### src/rtl/sha_digest_streamer.sv
// Streams a captured SHA-256/SHA-512 digest out as 32-bit words over valid/ready.
// Optional macro SHA_STREAM_BSWAP_EN: byte-reverse every output word (little-endian host).
module sha_digest_streamer #(
  parameter int WORD_W    = 32,
  parameter int MAX_WORDS = 16
) (
  input  logic          clk,
  input  logic          rst,
  input  logic          load256,
  input  logic          load512,
  input  logic [255:0]  digest256_i,
  input  logic [511:0]  digest512_i,
  input  logic          out_ready,
  output logic          out_valid,
  output logic [31:0]   out_data,
  output logic          out_last,
  output logic          busy,
  output logic          done
);

  localparam int BUF_W = WORD_W * MAX_WORDS;

  typedef enum logic [1:0] {
    IDLE,
    STREAM,
    DONE
  } state_t;

  state_t             state;
  logic [BUF_W-1:0]   buf_q;
  logic [4:0]         cnt;

  function automatic logic [31:0] fmt_word(input logic [31:0] w);
`ifdef SHA_STREAM_BSWAP_EN
    return {w[7:0], w[15:8], w[23:16], w[31:24]};
`else
    return w;
`endif
  endfunction

  logic handshake;
  assign handshake = out_valid && out_ready;

  // out_data/out_last are registered copies of the buffer head, so on every
  // handshake they are loaded from the word that is about to become the head.
  always_ff @(posedge clk or posedge rst) begin
    if (rst) begin
      state     <= IDLE;
      buf_q     <= '0;
      cnt       <= '0;
      out_valid <= 1'b0;
      out_data  <= '0;
      out_last  <= 1'b0;
      busy      <= 1'b0;
      done      <= 1'b0;
    end else begin
      case (state)
        IDLE: begin
          done <= 1'b0;
          if (load512) begin
            buf_q     <= digest512_i;
            cnt       <= 5'd16;
            out_data  <= fmt_word(digest512_i[511:480]);
            out_last  <= 1'b0;
            out_valid <= 1'b1;
            busy      <= 1'b1;
            state     <= STREAM;
          end else if (load256) begin
            buf_q     <= {digest256_i, 256'd0};
            cnt       <= 5'd8;
            out_data  <= fmt_word(digest256_i[255:224]);
            out_last  <= 1'b0;
            out_valid <= 1'b1;
            busy      <= 1'b1;
            state     <= STREAM;
          end
        end
        STREAM: begin
          if (handshake) begin
            buf_q    <= {buf_q[BUF_W-WORD_W-1:0], {WORD_W{1'b0}}};
            cnt      <= cnt - 5'd1;
            out_data <= fmt_word(buf_q[BUF_W-WORD_W-1 -: 32]);
            if (cnt == 5'd1) begin
              out_valid <= 1'b0;
              out_last  <= 1'b0;
              done      <= 1'b1;
              state     <= DONE;
            end else begin
              out_last <= (cnt == 5'd2);
            end
          end
        end
        DONE: begin
          done  <= 1'b0;
          busy  <= 1'b0;
          state <= IDLE;
        end
        default: begin
          state     <= IDLE;
          out_valid <= 1'b0;
          out_last  <= 1'b0;
          busy      <= 1'b0;
          done      <= 1'b0;
        end
      endcase
    end
  end

endmodule
### config.mk
export PLATFORM = sky130hd
export DESIGN_NAME = sha_digest_streamer
export DESIGN_NICKNAME = d
export VERILOG_FILES = /design/src/rtl/sha_digest_streamer.sv
export SDC_FILE = /design/constraint.sdc
export NUM_CORES = 1
export LEC_CHECK = 0
export ABC_AREA = 1
export CORE_AREA = 10 10 303 305
export DETAILED_ROUTE_END_ITERATION = 10
export DIE_AREA = 0 0 313 315
export SKIP_CTS_REPAIR_TIMING = 1
export SLEW_MARGIN = 20
export SYNTH_ARGS = -nofsm -noshare
export SYNTH_HDL_FRONTEND = slang
export SYNTH_SLANG_ARGS = --single-unit
### constraint.sdc
create_clock -name clk -period 16.9 [get_ports clk]
set_input_delay 1.69 -clock clk [delete_from_list [all_inputs] [get_ports clk]]
set_output_delay 1.69 -clock clk [all_outputs]
set_load 0.02 [all_outputs]
==> flow_results.org, run 1 <==
** Logic synthesis
- Synthesized flop and latch total :: between 500 and 600
- The synthesized netlist devotes 0.132% of its cell area to adder and majority cells.
- Synthesis produced a netlist whose cell count is 4,231.
- In this run the mean area of a mapped cell was 6.72 um^2.
- Synthesized net count :: roughly 5,000
- In this run, distinct cell masters in the synthesized netlist total 23.
- Mux contribution to synthesized area :: 0%
- Netlist Area Pre-Place :: between 20,000 and 30,000 um^2
- The Yosys step of the flow raised 0 warnings.
- After Yosys synthesis, and, or, nand and nor cells account for ~30% of the synthesized area.
- Summing the sequential cell areas from Yosys gives between 40% and 50% of the chip area.
- Dominant combinational cell family by area after synthesis :: simple AND/OR/NAND/NOR gates
- After Yosys synthesis, XOR and XNOR cells account for 0.0308% of the synthesized area.
- Summing the areas of all compound-gate instances in the mapped netlist gives a little over an eighth of the synthesized area.

** Status
- The flow ran to the end, and the final reports show no timing, DRC or antenna violations.

** Timing
- Setup Skew :: about 0.031 ns
- Hold is met by approximately 0.47 ns.
- The number of endpoints with negative hold slack in the final report is 0.
- The final count of pins violating max slew came to 0.
- Ratio of final minimum period to clock period :: just under 30%
- Setup repair after global routing left no endpoint under its margin.
- For the finished layout, the period the worst path requires is between 5 and 6 ns.
- Final setup violation count :: 0
- Slew margin rel. :: between 20% and 30%
- Transition time of the tightest slew-check pin :: approximately 1.1 ns
- F_max :: roughly 0.20 GHz
- Setup Total Neg Slack :: 0 ns

** Hold path
- End point of the most critical hold path :: out_data[20]
- Type of the worst min-delay path :: flop to flop
- Along the worst hold path, the cell count comes to 2.
- In this run the most critical hold path is launched from out_data[20].

** Cells and area
- After the last flow step, the layout net total stands at ~5,600.
- From synthesis to final layout, the design area changed by 37.0%.
- Fin util :: between 40% and 50%
- Ratio of cells with drive above 1 in the final layout :: between 2 and 3%
- FILL cells :: between 9,000 and 10,000

** Setup path
- WS Path Type :: primary input to flop
- RR Endpoint :: buf_q[19]
- Setup slack on the worst reg-to-reg path comes out at 12.58 ns.
- Data arrival time of the worst path :: between 5 and 6 ns
- Maximum fanout encountered on the critical timing path :: ~210
- At the worst endpoint, the required time is about 17 ns.
- Measured in cells, the most critical reg-to-reg path has a length of 9.
- Worst R2R Start :: state[0]
- Startpoint types :: primary input
- Kind of end point of the critical path :: flop

** Drt
- Average wire per standard cell :: 19.8 um
- Summing over every cut layer, the via total after detailed routing is ~28,000.
- Antenna violation net count after detailed routing :: 0
- Number of DRC markers in iteration 0 :: approximately 2,300
- Wires add up to 120,000 um.
- DR pass1 iterations :: 5
- After detailed routing, the number of remaining DRC violations is 0.
- Vias per inst :: ~4.7

** CTS
- H-Tree Depth :: 2
- Buffers inserted during clock tree synthesis total between 50 and 60.
- Clock-pin slew was measured on the worst setup and hold paths at about 0.06 ns.
- Max Buffers Root-to-Sink :: 3
- CTS tree :: done
- Clock Latency Late Sink :: approximately 0.64 ns
- Clock tree synthesis found a total of 523 sinks.
- CTS placed an instance of sky130_fd_sc_hd__clkbuf_16 at the clock tree root.

** Power and ir drop
- Static leakage power :: approximately 19 nW
- Cell area power density :: roughly 74 nW/um^2
- Across the VDD grid, the largest voltage drop is about 0.00008 V.

** Die
- From left edge to right edge, the die measures roughly 310 um.
- The initialized floorplan defines about 110 standard-cell rows.
- The total area inside the core boundary comes to between 80,000 and 90,000 um^2.
- Chip height :: 315 um
- Effective utilization at floorplan :: between 30 and 40%
- The die covers about 99,000 um^2.
- Num ports :: approximately 810

** Flow run
- The tool flagged a number of max-cap violations equal to 0.

** Global route
- Entering global routing, the biggest net connects 216 pins.
- The number of antenna violations at the first check in global routing is 44.
- For this run, the total global-route usage over all layers was measured as between 20% and 30%.
- Total global routing overflow :: 0
- The first global-routing pass estimated approximately 180,000 um of wire.
- The number of global-route vias before repair came to about 28,000.

** Place
- The HPWL after detailed placement is 86,900 um.
- Port Buffer Count :: 808
- Routability-driven placement finished with a final weighted congestion of around 0.87.
[cell type report]
cell class              instances  area (um^2)  area share [%]
clock buffers                  87         1750            4.50
clock inverters                21          327           0.838
diodes                         17         42.5           0.109
multi-input cells            3047        12500            32.1
repair buffers                835         8330            21.4
flip-flops and latches        523        13100            33.6
well taps                    1155         1450            3.71
inverters                     381         1460            3.74
[power breakdown]
| group | switching, mW | internal, mW |
|---|---|---|
| Combinational | 0.0930 | 0.170 |
| Sequential | 0 | 1.25 |
| Clock | 0.548 | 0.836 |
[sequential cells by signal, indices dropped and copies added (netlist names)]
signal	flops
buf_q	480
out_data	32
cnt	5
state	2
busy	1
done	1
out_last	1
out_valid	1
[cell usage in the layout (no fill, tap or decap), types with 8 or more instances in the layout]
cell type | synthesis | routed
sky130_fd_sc_hd__nand2_1 | 1971 | 1970
sky130_fd_sc_hd__clkdlybuf4s50_1 | 0 | 807
sky130_fd_sc_hd__dfrtp_1 | 523 | 523
sky130_fd_sc_hd__o21ai_0 | 414 | 414
sky130_fd_sc_hd__inv_1 | 377 | 376
sky130_fd_sc_hd__nor2_1 | 265 | 265
sky130_fd_sc_hd__a21oi_1 | 260 | 260
sky130_fd_sc_hd__o21ai_1 | 87 | 87
sky130_fd_sc_hd__clkbuf_16 | 0 | 60
sky130_fd_sc_hd__nand3_1 | 40 | 40
sky130_fd_sc_hd__buf_4 | 40 | 24
sky130_fd_sc_hd__diode_2 | 0 | 17
sky130_fd_sc_hd__clkbuf_8 | 0 | 16
sky130_fd_sc_hd__clkbuf_1 | 96 | 12
sky130_fd_sc_hd__clkinv_2 | 0 | 9
sky130_fd_sc_hd__bufinv_16 | 0 | 8
[worst max path at each step]
stage | startpoint | to | slack, ns | cells after the start
floorplan | rst | buf_q[0] | 0.60 | 1
CTS | load512 | buf_q[397] | 11.94 | 9
global placement | load512 | out_data[6] | 11.36 | 9
detailed placement | load512 | buf_q[424] | 11.30 | 9
finish | load512 | buf_q[479] | 11.87 | 9
global route | load512 | buf_q[48] | 11.56 | 9
[Yosys cell counts]
cell | number | area (um^2)
sky130_fd_sc_hd__dfrtp_1 | 523 | 13100
sky130_fd_sc_hd__xor2_1 | 1 | 8.76
sky130_fd_sc_hd__o211ai_1 | 1 | 7.51
sky130_fd_sc_hd__inv_4 | 1 | 6.26
sky130_fd_sc_hd__nor2_4 | 1 | 11.3
sky130_fd_sc_hd__o21ai_1 | 87 | 435
sky130_fd_sc_hd__inv_2 | 3 | 11.3
sky130_fd_sc_hd__buf_2 | 120 | 601
sky130_fd_sc_hd__o21ai_0 | 414 | 2070
sky130_fd_sc_hd__nand2_4 | 1 | 11.3
sky130_fd_sc_hd__nand2_2 | 2 | 12.5
sky130_fd_sc_hd__ha_1 | 3 | 37.5
sky130_fd_sc_hd__buf_6 | 9 | 101
sky130_fd_sc_hd__clkbuf_1 | 96 | 360
sky130_fd_sc_hd__nor2_2 | 1 | 6.26
sky130_fd_sc_hd__buf_4 | 40 | 300
sky130_fd_sc_hd__nand3_1 | 40 | 200
sky130_fd_sc_hd__nand2_1 | 1971 | 7400
sky130_fd_sc_hd__inv_1 | 377 | 1420
sky130_fd_sc_hd__a21oi_1 | 260 | 1300
sky130_fd_sc_hd__buf_1 | 13 | 48.8
sky130_fd_sc_hd__clkbuf_4 | 2 | 15.0
sky130_fd_sc_hd__nor2_1 | 265 | 995
[per-layer routing]
metal  up-vias  GRT usage [%]  part of all wire [%]
met5         -              0                  0.27
met4        50           5.67                   2.2
met3       176           6.88                   7.5
met2       802           39.5                    48
met1     13194           28.7                    42
li1      14216              -                     -
[metrics by stage]
stage | cell area [um^2] | power (mW) | cells | setup slack, ns
2_1_floorplan | 28400 | 1.34 | 4231 | 0.598
3_3_place_gp | 36800 | 1.54 | 5941 | 11.36
3_5_place_dp | 36800 | 1.54 | 5941 | 11.30
4_1_cts | 38900 | 2.93 | 6049 | 11.94
5_1_grt | 38900 | 3.01 | 6059 | 11.56
6_report | 39000 | 2.90 | 6066 | 11.87
[cells by family (layout without fill, tap and decap cells)]
family                   count (synthesis)  in the layout
AO/OA/AOI/OAI                          762            762
adder cells (fa/ha/maj)                  3              3
XOR/XNOR                                 1              1
flip-flops                             523            523
buffers and inverters                  661           1324
AND/OR/NAND/NOR                       2281           2281
other                                    0             17
[critical path: stages]
cell and delay [ns]:
sky130_fd_sc_hd__clkbuf_8 0.21, sky130_fd_sc_hd__inv_8 0.54, sky130_fd_sc_hd__nand2_1 0.13, sky130_fd_sc_hd__nand2_2 0.22
sky130_fd_sc_hd__nand2_8 0.41, sky130_fd_sc_hd__inv_12 0.72, sky130_fd_sc_hd__buf_4 0.96, sky130_fd_sc_hd__nand2_1 0.13
sky130_fd_sc_hd__nand2_1 0.12
Power figures use the tool's default switching activity.
==> inputs of run 2 (changes only) <==
clock period = 4.5 ns   (was 16.9 ns; I/O delays follow)
==> run 2 against run 1 <==
Against the previous run: sequential share of layout area is 0.28 points lower; critical endpoint is now buf_q[372]; wire length is 1.1% higher; via count is 0.77% higher; total power grew to 3.7 times the previous value; worst setup slack worse by 10 ns; clock power grew to 3.7 times the previous value; sequential power grew to 3.8 times the previous value; clock skew is 0.020 ns lower; die area stayed put; combinational power grew to 3.8 times the previous value; final cell count is 0.36% higher; worst hold slack worse by 0.19 ns.
==> flow_results.org, run 2 (synthesized netlist as in run 1, its figures left out) <==
** Setup path
- Buffer and inverter count on the worst path :: 2
- Crit-path max cell delay :: slightly above 0.8 ns
- STA classifies the critical path endpoint as a flop.
- Data on the critical path is required at its endpoint by between 4 and 5 ns.
- Cell depth of the worst flop-to-flop path :: 6
- Startpoint types :: flop
- Slowest stage cell on the critical path :: sky130_fd_sc_hd__buf_4
- Flop2flop setup slack :: 1.91 ns
- Data on the critical path arrives at its endpoint at approximately 3 ns.
- Worst R2R Start :: state[0]
- RR Endpoint :: buf_q[372]
- Top Family by Delay on Critical Path :: buffers and inverters
- WS Path Type :: flop to flop
- Cell chain of the critical path :: inv_2 -> nor2_4 -> buf_4 -> a21oi_1 -> o21ai_0 -> nand2_1
- In this run the worst path has a maximum fanout of between 90 and 100.

** Die
- Measured along the x axis, the die boundary spans 313 um.
- Measured along the y axis, the die boundary spans 315 um.
- For this design the top-level I/O count stands at 809.
- The floorplan step defined a core boundary enclosing about 86,000 um^2.
- Die area :: just under 100,000 um^2
- The floorplan has ~110 rows.
- Once the floorplan was initialized, standard cells occupied 33.1% of the core.

** Cells and area
- In the layout the commonest cells are 1,970 x sky130_fd_sc_hd__nand2_1, 807 x sky130_fd_sc_hd__clkdlybuf4s50_1, 523 x sky130_fd_sc_hd__dfrtp_1, 414 x sky130_fd_sc_hd__o21ai_0, 376 x sky130_fd_sc_hd__inv_1.
- Area overhead of the layout relative to synthesis :: 38.1%
- Excluding fillers, the count of instances in the completed layout stands at 6,088.
- After the last flow step, the layout net total stands at 5,644.
- Most common cell after layout, fill and taps aside :: sky130_fd_sc_hd__nand2_1
- The register with the most flip-flops in the layout has 480 of them.
- Once layout is complete, the utilization of the core stands at approximately 46%.
- buf_q holds more flip-flops than any other register.
- Final std cell area, no fill :: 39,300 um^2
- Ratio of cells with drive above 1 in the final layout :: 3.36%
- The largest registers in the layout are buf_q (480), out_data (32), cnt (5).

** CTS
- CTS tree :: done
- Cell at the root of the clock tree :: sky130_fd_sc_hd__clkbuf_16
- The clock drives approximately 520 sinks.
- Clock Latency Late Sink :: roughly 0.63 ns
- H-Tree Depth :: 2
- Clock transition at the registers of the reported paths :: 0.07 ns
- Max Buffers Root-to-Sink :: 3
- In this run, CTS created clock tree buffers numbering slightly above 60.

** Timing
- Ratio of final minimum period to clock period :: approximately 57%
- Setup violations remaining at the end of the flow were counted as 0.
- Setup Total Neg Slack :: 0 ns
- Setup slack closes at around 1.9 ns.
- Endpoints failing hold :: 0
- At the pin with the least slew margin, the transition time is between 1 and 1.5 ns.
- Headroom to the max-slew limit came out at 26.3%.
- Clock skew on the completed layout was measured at 0.0107 ns.
- Number of max-slew violations in the final report :: 0
- The worst path needs roughly 2.6 ns of the cycle, external delays included.
- Setup repair after global routing missed its margin :: false
- F_max :: 0.387 GHz

** Power and ir drop
- Cell area power density :: 276 nW/um^2
- Internal :: around 8.3 mW
- Fraction of power consumed by sequential logic :: 43.4%
- Summed over all cells, the static leakage comes to 19.1 nW.
- In this run, the clock network consumes between 40% and 50% of the power.
- Combinational logic is responsible for under 10% of the overall power.
- The worst-case IR drop observed on VDD is roughly 0.00034 V.
- Sw frac :: a little under a quarter
- For this design the total switching power over the nets is 2.48 mW.

** Place
- Port Buffer Count :: ~810
- GPL Wtd Cong :: 0.871
- HPWL after DPL :: between 80,000 and 90,000 um
- Placed Instances :: about 6,000
- Timing analysis after detailed placement gives a worst setup slack of approximately 1.7 ns.
- After detailed placement, the total cell area comes to ~37,000 um^2.

** Drt
- Summing over every cut layer, the via total after detailed routing is approximately 29,000.
- Detailed-route wire length :: about 120,000 um
- Average wire per standard cell :: about 20 um
- Number of DRC markers in iteration 0 :: 2,515
- Antenna violation net count after detailed routing :: 0
- Total DRC errors in the routed layout :: 0
- For this run, the detailed router's first-pass iteration total came to 6.
- After detailed routing, the number of vias per cell comes to approximately 4.7.

** Status
- The run finished with clean final reports.

** Global route
- The number of global-route vias before repair came to roughly 28,000.
- Maximum number of pins on one net before global-route repair :: about 170
- Global routing consumed, on the met2 layer, around two fifths of the routing resources.
- Global-route wire length before repair :: 178,000 um
- Global-route total usage across every layer :: 23.5%
- Number of antenna violations at the first check in global routing :: 43
- Global routing consumed, on the met3 layer, 6.91% of the routing resources.
- The global routing stage identified its most utilized layer as met2.
- The total overflow left after global routing is 0.
- M1 GR Usage :: 28.7%

** Hold path
- Type of the worst min-delay path :: primary input to async pin

** Flow run
- The tool flagged a number of max-cap violations equal to 0.
[run 2: area by class of cell]
class	count	area (um^2)
clock buffer	77	1690
tap	1155	1450
inverter	381	1450
clock inverter	36	375
timing repair buffer	854	8690
fill	9008	46700
multi-input combinational	3047	12500
sequential	523	13100
antenna	15	37.5
[run 2: worst max path at each step]
stage | startpoint | end | slack, ns | depth (start not counted)
2_1_floorplan | rst | buf_q[0] | -3.06 | 1
3_3_place_gp | load256 | buf_q[170] | 1.74 | 9
3_5_place_dp | load256 | buf_q[35] | 1.71 | 9
4_1_cts | state[0] | buf_q[372] | 1.91 | 6
5_1_grt | state[0] | buf_q[371] | 1.78 | 6
6_report | state[0] | buf_q[372] | 1.91 | 6
[run 2: per-stage QoR]
| step | power [mW] | hold slack, ns |
|---|---|---|
| 3_5_place_dp | 5.80 | 0.464 |
| 5_1_grt | 11.2 | 0.285 |
| 3_3_place_gp | 5.80 | 0.462 |
| 4_1_cts | 11.0 | 0.266 |
| 6_report | 10.8 | 0.285 |
| 2_1_floorplan | 5.02 | 0.449 |
[run 2: metal layers]
layer	routed length [um]	vias to the layer above
li1	-	14262
met1	49600	13338
met2	59400	831
met3	9190	170
met4	2710	56
met5	367	-
[run 2: power by group through the flow]
stage                     combinational [mW]  clock [mW]  sequential (mW)
after floorplan                        0.224           0             4.79
after global routing                    1.08        5.44             4.70
after CTS                               1.01        5.24             4.70
final                                   1.00        5.13             4.70
after detailed placement                1.01           0             4.79
after global placement                  1.01           0             4.79
[run 2: worst reg2reg max path, delay by kind of cell, from the launching register on]
| kind | cells | cell delay [ns] |
|---|---|---|
| buffers and inverters | 2 | 0.88 |
| AO/OA/AOI/OAI | 2 | 0.75 |
| flip-flops | 1 | 0.45 |
| AND/OR/NAND/NOR | 2 | 0.37 |
